$ cat config.mk
export PLATFORM = sky130hd
export DESIGN_NAME = sga_uc_multi
export DESIGN_NICKNAME = d
export VERILOG_FILES = /design/src/rtl/sga_uc_multi.sv
export SDC_FILE = /design/constraint.sdc
export NUM_CORES = 1
export LEC_CHECK = 0
export ABC_AREA = 1
export BUFFER_PORTS_ARGS = -buffer_cell sky130_fd_sc_hd__buf_2
export CORE_MARGIN = 3
export CORE_UTILIZATION = 47
export DETAILED_ROUTE_END_ITERATION = 16
export PLACE_DENSITY = 0.74
export SLEW_MARGIN = 25
export SYNTH_ARGS = -nofsm -noshare
export SYNTH_HDL_FRONTEND = slang
export SYNTH_SLANG_ARGS = --single-unit
$ cat constraint.sdc
create_clock -name clock -period 1.4 [get_ports clock]
set_input_delay 0.07 -clock clock [delete_from_list [all_inputs] [get_ports clock]]
set_output_delay 0.07 -clock clock [all_outputs]
set_load 0.02 [all_outputs]
$ cat src/rtl/sga_uc_multi.sv
// ---------------------------------------------------------------------------
// sga_uc_multi
//
// Game control unit for the Snake Game Arcade with multiple lives.
// Sequences game start, apple placement, body rendering, paced movement,
// collision checking, growth, pause and respawn. It also owns the snake
// length (size) and the remaining-lives counter.
//
// Parameters
//   SIZE_W     width of size
//   INIT_SIZE  size loaded on game start and on respawn
//   MAX_SIZE   size that wins the game (INIT_SIZE < MAX_SIZE <= 2^SIZE_W-1)
//   LIVES      lives per game (1 .. 2^LIFE_W-1)
//   LIFE_W     width of lives_left
//
// Ports
//   clock          single clock, rising edge
//   restart        synchronous active-high reset
//   start          start / replay request (level)
//   pause          one-cycle pause-toggle pulse
//   is_at_apple    head is on the apple       (valid in COMPARA)
//   is_at_border   head is on the border      (valid in COMPARA)
//   is_at_body     head is on the snake body  (valid in COMPARA)
//   end_play_time  movement tick from the play-time pacer
//   render_finish  last body segment has been rendered
//   clear_size, count_size, render_clr, register_apple, reset_apple,
//   register_move, move, grow        datapath controls (Moore)
//   paused, finished, won, lost      status (Moore)
//   size           current snake length
//   lives_left     remaining lives
//   db_state       current state code, for debug
//
// Handshake note: there are no valid/ready channels here. Every input is a
// level or a single-cycle pulse sampled on the rising edge in the state that
// consumes it; inputs arriving in any other state are ignored.
//
// The Moore outputs are registered: they are decoded from the next state and
// loaded on the same edge as the state register, so each output always
// matches the decode of the current state, glitch-free.
// ---------------------------------------------------------------------------
module sga_uc_multi #(
  parameter int SIZE_W    = 6,
  parameter int INIT_SIZE = 1,
  parameter int MAX_SIZE  = 32,
  parameter int LIVES     = 3,
  parameter int LIFE_W    = 2
) (
  input  logic              clock,
  input  logic              restart,
  input  logic              start,
  input  logic              pause,
  input  logic              is_at_apple,
  input  logic              is_at_border,
  input  logic              is_at_body,
  input  logic              end_play_time,
  input  logic              render_finish,
  output logic              clear_size,
  output logic              count_size,
  output logic              render_clr,
  output logic              register_apple,
  output logic              reset_apple,
  output logic              register_move,
  output logic              move,
  output logic              grow,
  output logic              paused,
  output logic              finished,
  output logic              won,
  output logic              lost,
  output logic [SIZE_W-1:0] size,
  output logic [LIFE_W-1:0] lives_left,
  output logic [4:0]        db_state
);

  typedef enum logic [4:0] {
    IDLE              = 5'h00,
    PREPARA           = 5'h01,
    GERA_MACA_INICIAL = 5'h02,
    RENDERIZA         = 5'h03,
    ESPERA            = 5'h04,
    REGISTRA          = 5'h05,
    MOVE              = 5'h06,
    COMPARA           = 5'h07,
    COMEU_MACA        = 5'h08,
    CRESCE            = 5'h09,
    GERA_MACA         = 5'h0A,
    PAUSADO           = 5'h0B,
    FEZ_NADA          = 5'h0C,
    PERDEU            = 5'h0D,
    GANHOU            = 5'h0E,
    PROXIMO_RENDER    = 5'h0F,
    COLIDIU           = 5'h10,
    RENASCE           = 5'h11
  } state_t;

  // Output vector bit order:
  // {clear_size, count_size, render_clr, register_apple, reset_apple,
  //  register_move, move, grow, paused, finished, won, lost}
  localparam int OUT_W = 12;

  localparam logic [SIZE_W-1:0] INIT_SIZE_V = SIZE_W'(INIT_SIZE);
  localparam logic [SIZE_W-1:0] MAX_SIZE_V  = SIZE_W'(MAX_SIZE);
  localparam logic [LIFE_W-1:0] LIVES_V     = LIFE_W'(LIVES);
  localparam logic [LIFE_W-1:0] ONE_LIFE    = LIFE_W'(1);

  state_t             state;
  state_t             state_next;
  logic [OUT_W-1:0]   out_q;
  logic [SIZE_W-1:0]  size_q;
  logic [LIFE_W-1:0]  lives_q;
  logic [SIZE_W-1:0]  size_inc;

  assign size_inc = size_q + SIZE_W'(1);

  // Moore decode of a state into the control/status vector.
  function automatic logic [OUT_W-1:0] decode(input state_t s);
    logic [OUT_W-1:0] o;
    o = '0;
    o[11] = (s == IDLE) || (s == PREPARA) || (s == RENASCE);   // clear_size
    o[10] = (s == RENDERIZA);                                   // count_size
    o[9]  = (s == IDLE) || (s == RENASCE);                      // render_clr
    o[8]  = (s == GERA_MACA_INICIAL) || (s == GERA_MACA);       // register_apple
    o[7]  = (s == COMEU_MACA);                                  // reset_apple
    o[6]  = (s == REGISTRA);                                    // register_move
    o[5]  = (s == MOVE);                                        // move
    o[4]  = (s == CRESCE);                                      // grow
    o[3]  = (s == PAUSADO);                                     // paused
    o[2]  = (s == GANHOU) || (s == PERDEU);                     // finished
    o[1]  = (s == GANHOU);                                      // won
    o[0]  = (s == PERDEU);                                      // lost
    return o;
  endfunction

  // Next-state logic.
  always_comb begin
    state_next = state;
    case (state)
      IDLE:              state_next = start ? PREPARA : IDLE;
      PREPARA:           state_next = GERA_MACA_INICIAL;
      GERA_MACA_INICIAL: state_next = RENDERIZA;
      RENDERIZA:         state_next = render_finish ? ESPERA : PROXIMO_RENDER;
      PROXIMO_RENDER:    state_next = RENDERIZA;
      ESPERA: begin
        // A pause arriving together with a tick wins; the tick is dropped.
        if (pause)              state_next = PAUSADO;
        else if (end_play_time) state_next = REGISTRA;
        else                    state_next = ESPERA;
      end
      PAUSADO:           state_next = pause ? ESPERA : PAUSADO;
      REGISTRA:          state_next = MOVE;
      MOVE:              state_next = COMPARA;
      COMPARA: begin
        // A collision takes priority over eating an apple.
        if (is_at_border || is_at_body) state_next = COLIDIU;
        else if (is_at_apple)           state_next = COMEU_MACA;
        else                            state_next = FEZ_NADA;
      end
      COMEU_MACA:        state_next = CRESCE;
      CRESCE:            state_next = (size_inc == MAX_SIZE_V) ? GANHOU : GERA_MACA;
      GERA_MACA:         state_next = RENDERIZA;
      FEZ_NADA:          state_next = RENDERIZA;
      COLIDIU:           state_next = (lives_q == ONE_LIFE) ? PERDEU : RENASCE;
      // The current apple stays where it is across a respawn.
      RENASCE:           state_next = RENDERIZA;
      PERDEU:            state_next = start ? PREPARA : PERDEU;
      GANHOU:            state_next = start ? PREPARA : GANHOU;
      default:           state_next = IDLE;
    endcase
  end

  // State, registered outputs, size and lives registers.
  always_ff @(posedge clock) begin
    if (restart) begin
      state   <= IDLE;
      out_q   <= decode(IDLE);
      size_q  <= '0;
      lives_q <= '0;
    end else begin
      state <= state_next;
      out_q <= decode(state_next);
      case (state)
        PREPARA: begin
          size_q  <= INIT_SIZE_V;
          lives_q <= LIVES_V;
        end
        CRESCE:  size_q <= size_inc;
        // lives_q is at least 1 here, so the decrement never wraps and the
        // last life lands on exactly 0.
        COLIDIU: lives_q <= lives_q - ONE_LIFE;
        RENASCE: size_q <= INIT_SIZE_V;
        default: ;
      endcase
    end
  end

  assign clear_size     = out_q[11];
  assign count_size     = out_q[10];
  assign render_clr     = out_q[9];
  assign register_apple = out_q[8];
  assign reset_apple    = out_q[7];
  assign register_move  = out_q[6];
  assign move           = out_q[5];
  assign grow           = out_q[4];
  assign paused         = out_q[3];
  assign finished       = out_q[2];
  assign won            = out_q[1];
  assign lost           = out_q[0];

  assign size       = size_q;
  assign lives_left = lives_q;
  assign db_state   = state;

endmodule

==> impl_metrics.tcl, run 1 <==
set metrics [dict create \
    crit_type "reg2reg" \
    drt_iter0_markers 78 \
    wl_um 3530 \
    die_w_um 61.0 \
    crit_chain "buf_6 > nor2_4 > nand2_4 > nor2_4 > nand2_2 > nor2_2 > nand3_2 > buf_4 > nand4_1 > nor3_1" \
    r2r-start "db_state[1]" \
    worst_pin_slew_ns 0.249 \
    cp_max_fo 5 \
    syn_nets 219 \
    yosys.area.top_type "dfxtp_1" \
    fmax_ghz 0.651 \
    syn2layout_area_growth_pct 40.2 \
    cts_tree "built" \
    cts_buffers 3 \
    antenna_found_initial 0 \
    synth_most_common_cell "nand2_1" \
    cp_data_arrival_time_ns 1.77 \
    leakagePower_nw 1.02 \
    yosysSeqAreaShare 0.351 \
    cts_hold_buf 0 \
    rrSetupSlack_ns -0.14 \
    vdd_ir_drop_max_mv 1.29 \
    dpl.hpwl_um 2610 \
    clockBufferDepth 2 \
    first_global_vias 1342 \
    cts-root-buf "clkbuf_4" \
    worstHoldStart "restart" \
    report.final.slew_viol_count 0 \
    grt_start_max_net_pins 17 \
    hold_class "in2reg" \
    fp-row-count 19 \
    first_pass_iters 4 \
    critPathMostFrequentCell "nor2_4" \
    hold_ws_ns 0.0508 \
    violations "setup timing" \
    drv_cap 0 \
    synth_area_um2 1420 \
    synth_area_leaders "dfxtp_1, nand2_1, nor2_1" \
    finalWorstSetupSlack_ns -0.135 \
    die_h_um 61.0 \
    cpLargestDelayFamily "simple AND/OR/NAND/NOR gates" \
    finalHoldViolCount 0 \
    synth-seq-cells 25 \
    reg2regPathDepth 10 \
    drc 0 \
    async_reset_ff_frac 0 \
    clk-insertion-delay-late_ns 0.33 \
    layout-drive-gt1-share 0.504 \
    gp_congestion 0.972 \
    placed_area_um2 1810 \
    synth_edf_count 0 \
    crit_slowest_cell "dfxtp_4" \
    clock-sinks 25 \
    layout.nets 281 \
    clkTransAtPathRegs_ns 0.15 \
    synth_top_cell_area_share 0.351 \
    coreArea_um2 2830 \
    io_pins 34 \
    grt_use_total 0.198 \
    cp_slowest_stage_delay_ns 0.40 \
    start_util 0.503 \
    synth.distinct_cells 26 \
    ys_top_cells_by_count "nand2_1, nor2_1, inv_1, dfxtp_1, nand3_1" \
    synth_ff_type "dfxtp_1" \
    htree_levels 1 \
    grt_overflow_total 0 \
    start_kind "register" \
    pre_cts_ws_ns -0.116 \
    via_per_inst 4.98 \
    finalClockSkew_ns 0.0157 \
    antennaDiodeCount 0 \
    routedWlPerCell_um 11.8 \
    cp.buffers_inverters 2 \
    timing.final.crit_share 1.10 \
    io_buffers 33 \
    rsz0062_at_grt "yes" \
    crit_required_ns 1.64 \
    hold_depth 4 \
    grt_pass1_wl_um 5600 \
    status "finished, violations left" \
    p_per_area_nw_per_um2 1710 \
    syn_area_per_cell_um2 6.88 \
    final_area_um2 2000 \
    relSlewSlack 0.834 \
    dieArea_um2 3730 \
    fin_util 0.706 \
    setup_viol 13 \
    fin_crit_ns 1.54 \
    r2r_end "out_q[7]" \
    critPathCaptureType "register" \
    synth_warnings 0 \
    syn_inst 207 \
    fillCellCount 256 \
    hold_end "out_q[6]" \
    vias 1488 \
    ant_nets 0 \
]
[kinds of logic after synthesis]
group | Yosys count | synth area share
buf+inv | 34 | 0.0923
flops | 25 | 0.351
simple gates | 129 | 0.457
fa+ha+maj | 3 | 0.0264
xor+xnor | 3 | 0.0185
compound gates | 13 | 0.0545
[worst max-delay path by stage]
stage	endpoint	cells after the start	slack [ns]	startpoint
after CTS	out_q[9]	12	-0.09	db_state[3]
final	out_q[7]	10	-0.14	db_state[1]
after global routing	out_q[2]	12	-0.23	db_state[1]
after detailed placement	out_q[9]	12	-0.12	db_state[2]
after global placement	out_q[11]	12	-0.1	db_state[2]
after floorplan	out_q[11]	11	-0.005	db_state[1]
[per-layer routing]
metal / track usage / vias to the layer above / routed length [µm]
met4: 0.0650 / 0 / 48
met5: 0 / - / 0
li1: - / 771 / -
met1: 0.255 / 668 / 1570
met2: 0.320 / 43 / 1690
met3: 0.0545 / 6 / 210
[area by class of cell]
type	instances	area, µm²	share of cell area
clock buffers	3	22.5	0.0113
multi-input cells	148	901	0.451
well taps	31	38.8	0.0194
inverters	32	130	0.0652
flip-flops and latches	25	532	0.266
repair buffers	59	364	0.182
clock inverters	1	8.76	0.00439
[repair_timing]
action	4_1_cts	5_1_grt
setup buffers	4	4
resized for setup	20	18
endpoints found under the setup margin	13	22
pin swaps	6	17
[worst register-to-register path: stages, from the launching register on]
cell and delay, ns:
dfxtp_4 0.40, buf_6 0.12, nor2_4 0.10, nand2_4 0.07, nor2_4 0.12, nand2_2 0.06, nor2_2 0.11, nand3_2 0.14
buf_4 0.16, nand4_1 0.10, nor3_1 0.06
[stage by stage]
stage / total power [mW] / TNS, ns / cells
detailed placement: 2.67 / -0.746 / 288
finish: 3.42 / -1.30 / 299
global placement: 2.67 / -0.612 / 288
floorplan: 2.10 / -0.0102 / 207
CTS: 3.23 / -0.794 / 296
global route: 3.69 / -2.94 / 299
[placed cells by master, fill, tap and decap left out, types with 2 or more instances in the layout]
cell,synthesis,layout
a21oi_1,7,6
buf_2,0,33
buf_4,1,25
clkbuf_4,0,3
dfxtp_1,25,16
dfxtp_4,0,8
ha_1,3,2
inv_1,27,22
inv_2,5,6
inv_4,0,4
nand2_1,44,36
nand2_2,7,12
nand2_4,0,3
nand3_1,16,14
nand3_2,5,7
nand4_1,4,4
nor2_1,34,23
nor2_2,8,15
nor2_4,5,9
o21ai_1,0,3
xor2_1,3,3
[sequential cells by signal, indices dropped and copies added (netlist names)]
signal and cells:
size 6, db_state 5, out_q 12, lives_left 2
[where the power goes]
| group | switching [mW] | leakage [nW] | total (mW) | internal (mW) |
|---|---|---|---|---|
| combinational | 1.23 | 0.792 | 2.06 | 0.839 |
| sequential | 0.139 | 0.210 | 1.02 | 0.878 |
| clock | 0.226 | 0.0183 | 0.342 | 0.116 |
No activity file was read; power rests on OpenSTA's default activity.
==> inputs of run 2 (changes only) <==
--- a/config.mk
+++ b/config.mk
@@ -8,9 +8,9 @@
 export ABC_AREA = 1
 export BUFFER_PORTS_ARGS = -buffer_cell sky130_fd_sc_hd__buf_2
 export CORE_MARGIN = 3
-export CORE_UTILIZATION = 47
+export CORE_UTILIZATION = 55
 export DETAILED_ROUTE_END_ITERATION = 16
-export PLACE_DENSITY = 0.74
+export PLACE_DENSITY = 0.82
 export SLEW_MARGIN = 25
 export SYNTH_ARGS = -nofsm -noshare
 export SYNTH_HDL_FRONTEND = slang
==> constraint.sdc (replaced) <==
create_clock -name clock -period 2 [get_ports clock]
set_input_delay 0.1 -clock clock [delete_from_list [all_inputs] [get_ports clock]]
set_output_delay 0.1 -clock clock [all_outputs]
set_load 0.02 [all_outputs]
==> impl_metrics.tcl, run 2 (synthesis results as in run 1) <==
set metrics [dict create \
    io_buffers 33 \
    routedWlPerCell_um 11.3 \
    syn2layout_area_growth_pct 15.7 \
    hold_class "in2reg" \
    critPathCaptureType "register" \
    setup_viol 0 \
    fin_tns_setup_ns 0 \
    antenna_found_initial 0 \
    cp_data_arrival_time_ns 1.89 \
    dpl.hpwl_um 2490 \
    drc 0 \
    cp_slowest_stage_delay_ns 0.48 \
    io_pins 34 \
    regMostFlops "out_q" \
    htree_levels 1 \
    cp_max_fo 7 \
    worst_pin_slew_ns 0.340 \
    crit_chain "inv_2 > nor2_4 > inv_2 > nor2_4 > nand2_2 > nor2_2 > nand3_2 > nand2_2 > nor2_1 > nand3_1 > nand3_1" \
    grt_use_total 0.191 \
    grt_pass1_wl_um 5040 \
    finalWorstSetupSlack_ns 0.327 \
    layout_commonest_cell "nand2_1" \
    finalHoldViolCount 0 \
    drv_cap 0 \
    gp_congestion 0.968 \
    layout.nets 256 \
    p_per_area_nw_per_um2 1150 \
    cts_tree "built" \
    fp-row-count 17 \
    first_pass_iters 4 \
    drt_iter0_markers 72 \
    wl_um 3070 \
    relSlewSlack 0.771 \
    first_global_vias 1222 \
    finalClockSkew_ns 0.00825 \
    vias 1415 \
    cts-root-buf "clkbuf_4" \
    vdd_ir_drop_max_mv 1.16 \
    crit_required_ns 2.22 \
    clk-insertion-delay-late_ns 0.32 \
    clock-sinks 25 \
    crit_slowest_cell "dfxtp_1" \
    antennaDiodeCount 0 \
    start_util 0.609 \
    die_h_um 56.9 \
    cts_setup_buffers 0 \
    fillCellCount 219 \
    start_kind "register" \
    placed_area_um2 1620 \
    report.final.slew_viol_count 0 \
    ant_nets 0 \
    grt_overflow_total 0 \
    cts_buffers 3 \
    rsz0062_at_grt "no" \
    cts_hold_buf 0 \
    cts_resized 0 \
    timing.final.crit_share 0.836 \
    final_cell_mix "nand2_1, nor2_1, buf_2" \
    die_w_um 56.9 \
    dieArea_um2 3240 \
    largest_reg_flops 12 \
    grt_start_max_net_pins 16 \
    coreArea_um2 2340 \
    pre_cts_ws_ns 0.358 \
    status "finished, final reports clean" \
    leakagePower_nw 0.879 \
    via_per_inst 5.22 \
    final_area_um2 1650 \
    crit_type "reg2reg" \
    fin_crit_ns 1.67 \
    clkTransAtPathRegs_ns 0.14 \
    layout-drive-gt1-share 0.300 \
    fmax_ghz 0.598 \
    clockBufferDepth 2 \
]
-- run 2: worst paths after layout --
check                                  from          end  slack (ns)  cells after the start
worst max-delay path            db_state[3]    out_q[11]        0.33                     11
worst min-delay path                restart  db_state[3]        0.14                      2
worst max register to register  db_state[3]    out_q[11]        0.33                     11
worst min register to register      size[5]      size[5]        0.50                      2
-- run 2: power breakdown --
group	leakage, nW	internal, mW	switching (mW)
Combinational	0.658	0.308	0.692
Clock	0.0177	0.0748	0.149
Sequential	0.203	0.594	0.0805
Total	0.879	0.977	0.921
-- run 2: cell type report --
type,instances,area (µm²),area share
Clock buffer,3,22.5,0.0137
Multi-Input combinational cell,148,792,0.481
Sequential cell,25,500,0.304
Timing Repair Buffer,34,173,0.105
Tap cell,28,35.0,0.0213
Clock inverter,1,5.00,0.00304
Inverter,32,120,0.0729
-- run 2: layer usage --
layer  part of all wire  global-route usage  vias up  wire [µm]
met4             0.0052              0.0464        0         16
met3              0.072              0.0460        2        222
met5                  0                   0        -          0
met2               0.47               0.300       59       1430
met1               0.46               0.261      635       1400
li1                   -                   -      719          -
-- run 2: metrics by stage --
step / util / hold slack [ns] / power (mW) / std cells
floorplan: - / 0.169 / 1.43 / 207
global placement: 0.693 / 0.464 / 1.67 / 267
detailed placement: 0.693 / 0.466 / 1.68 / 267
CTS: 0.704 / 0.125 / 1.90 / 271
global route: 0.704 / 0.128 / 2.04 / 271
finish: 0.704 / 0.136 / 1.90 / 271
-- run 2: critical path: cells and delay by family (launching register included) --
family,cells,cell delay (ns)
flip-flops,1,0.48
buffers and inverters,2,0.14
AND/OR/NAND/NOR,9,0.96
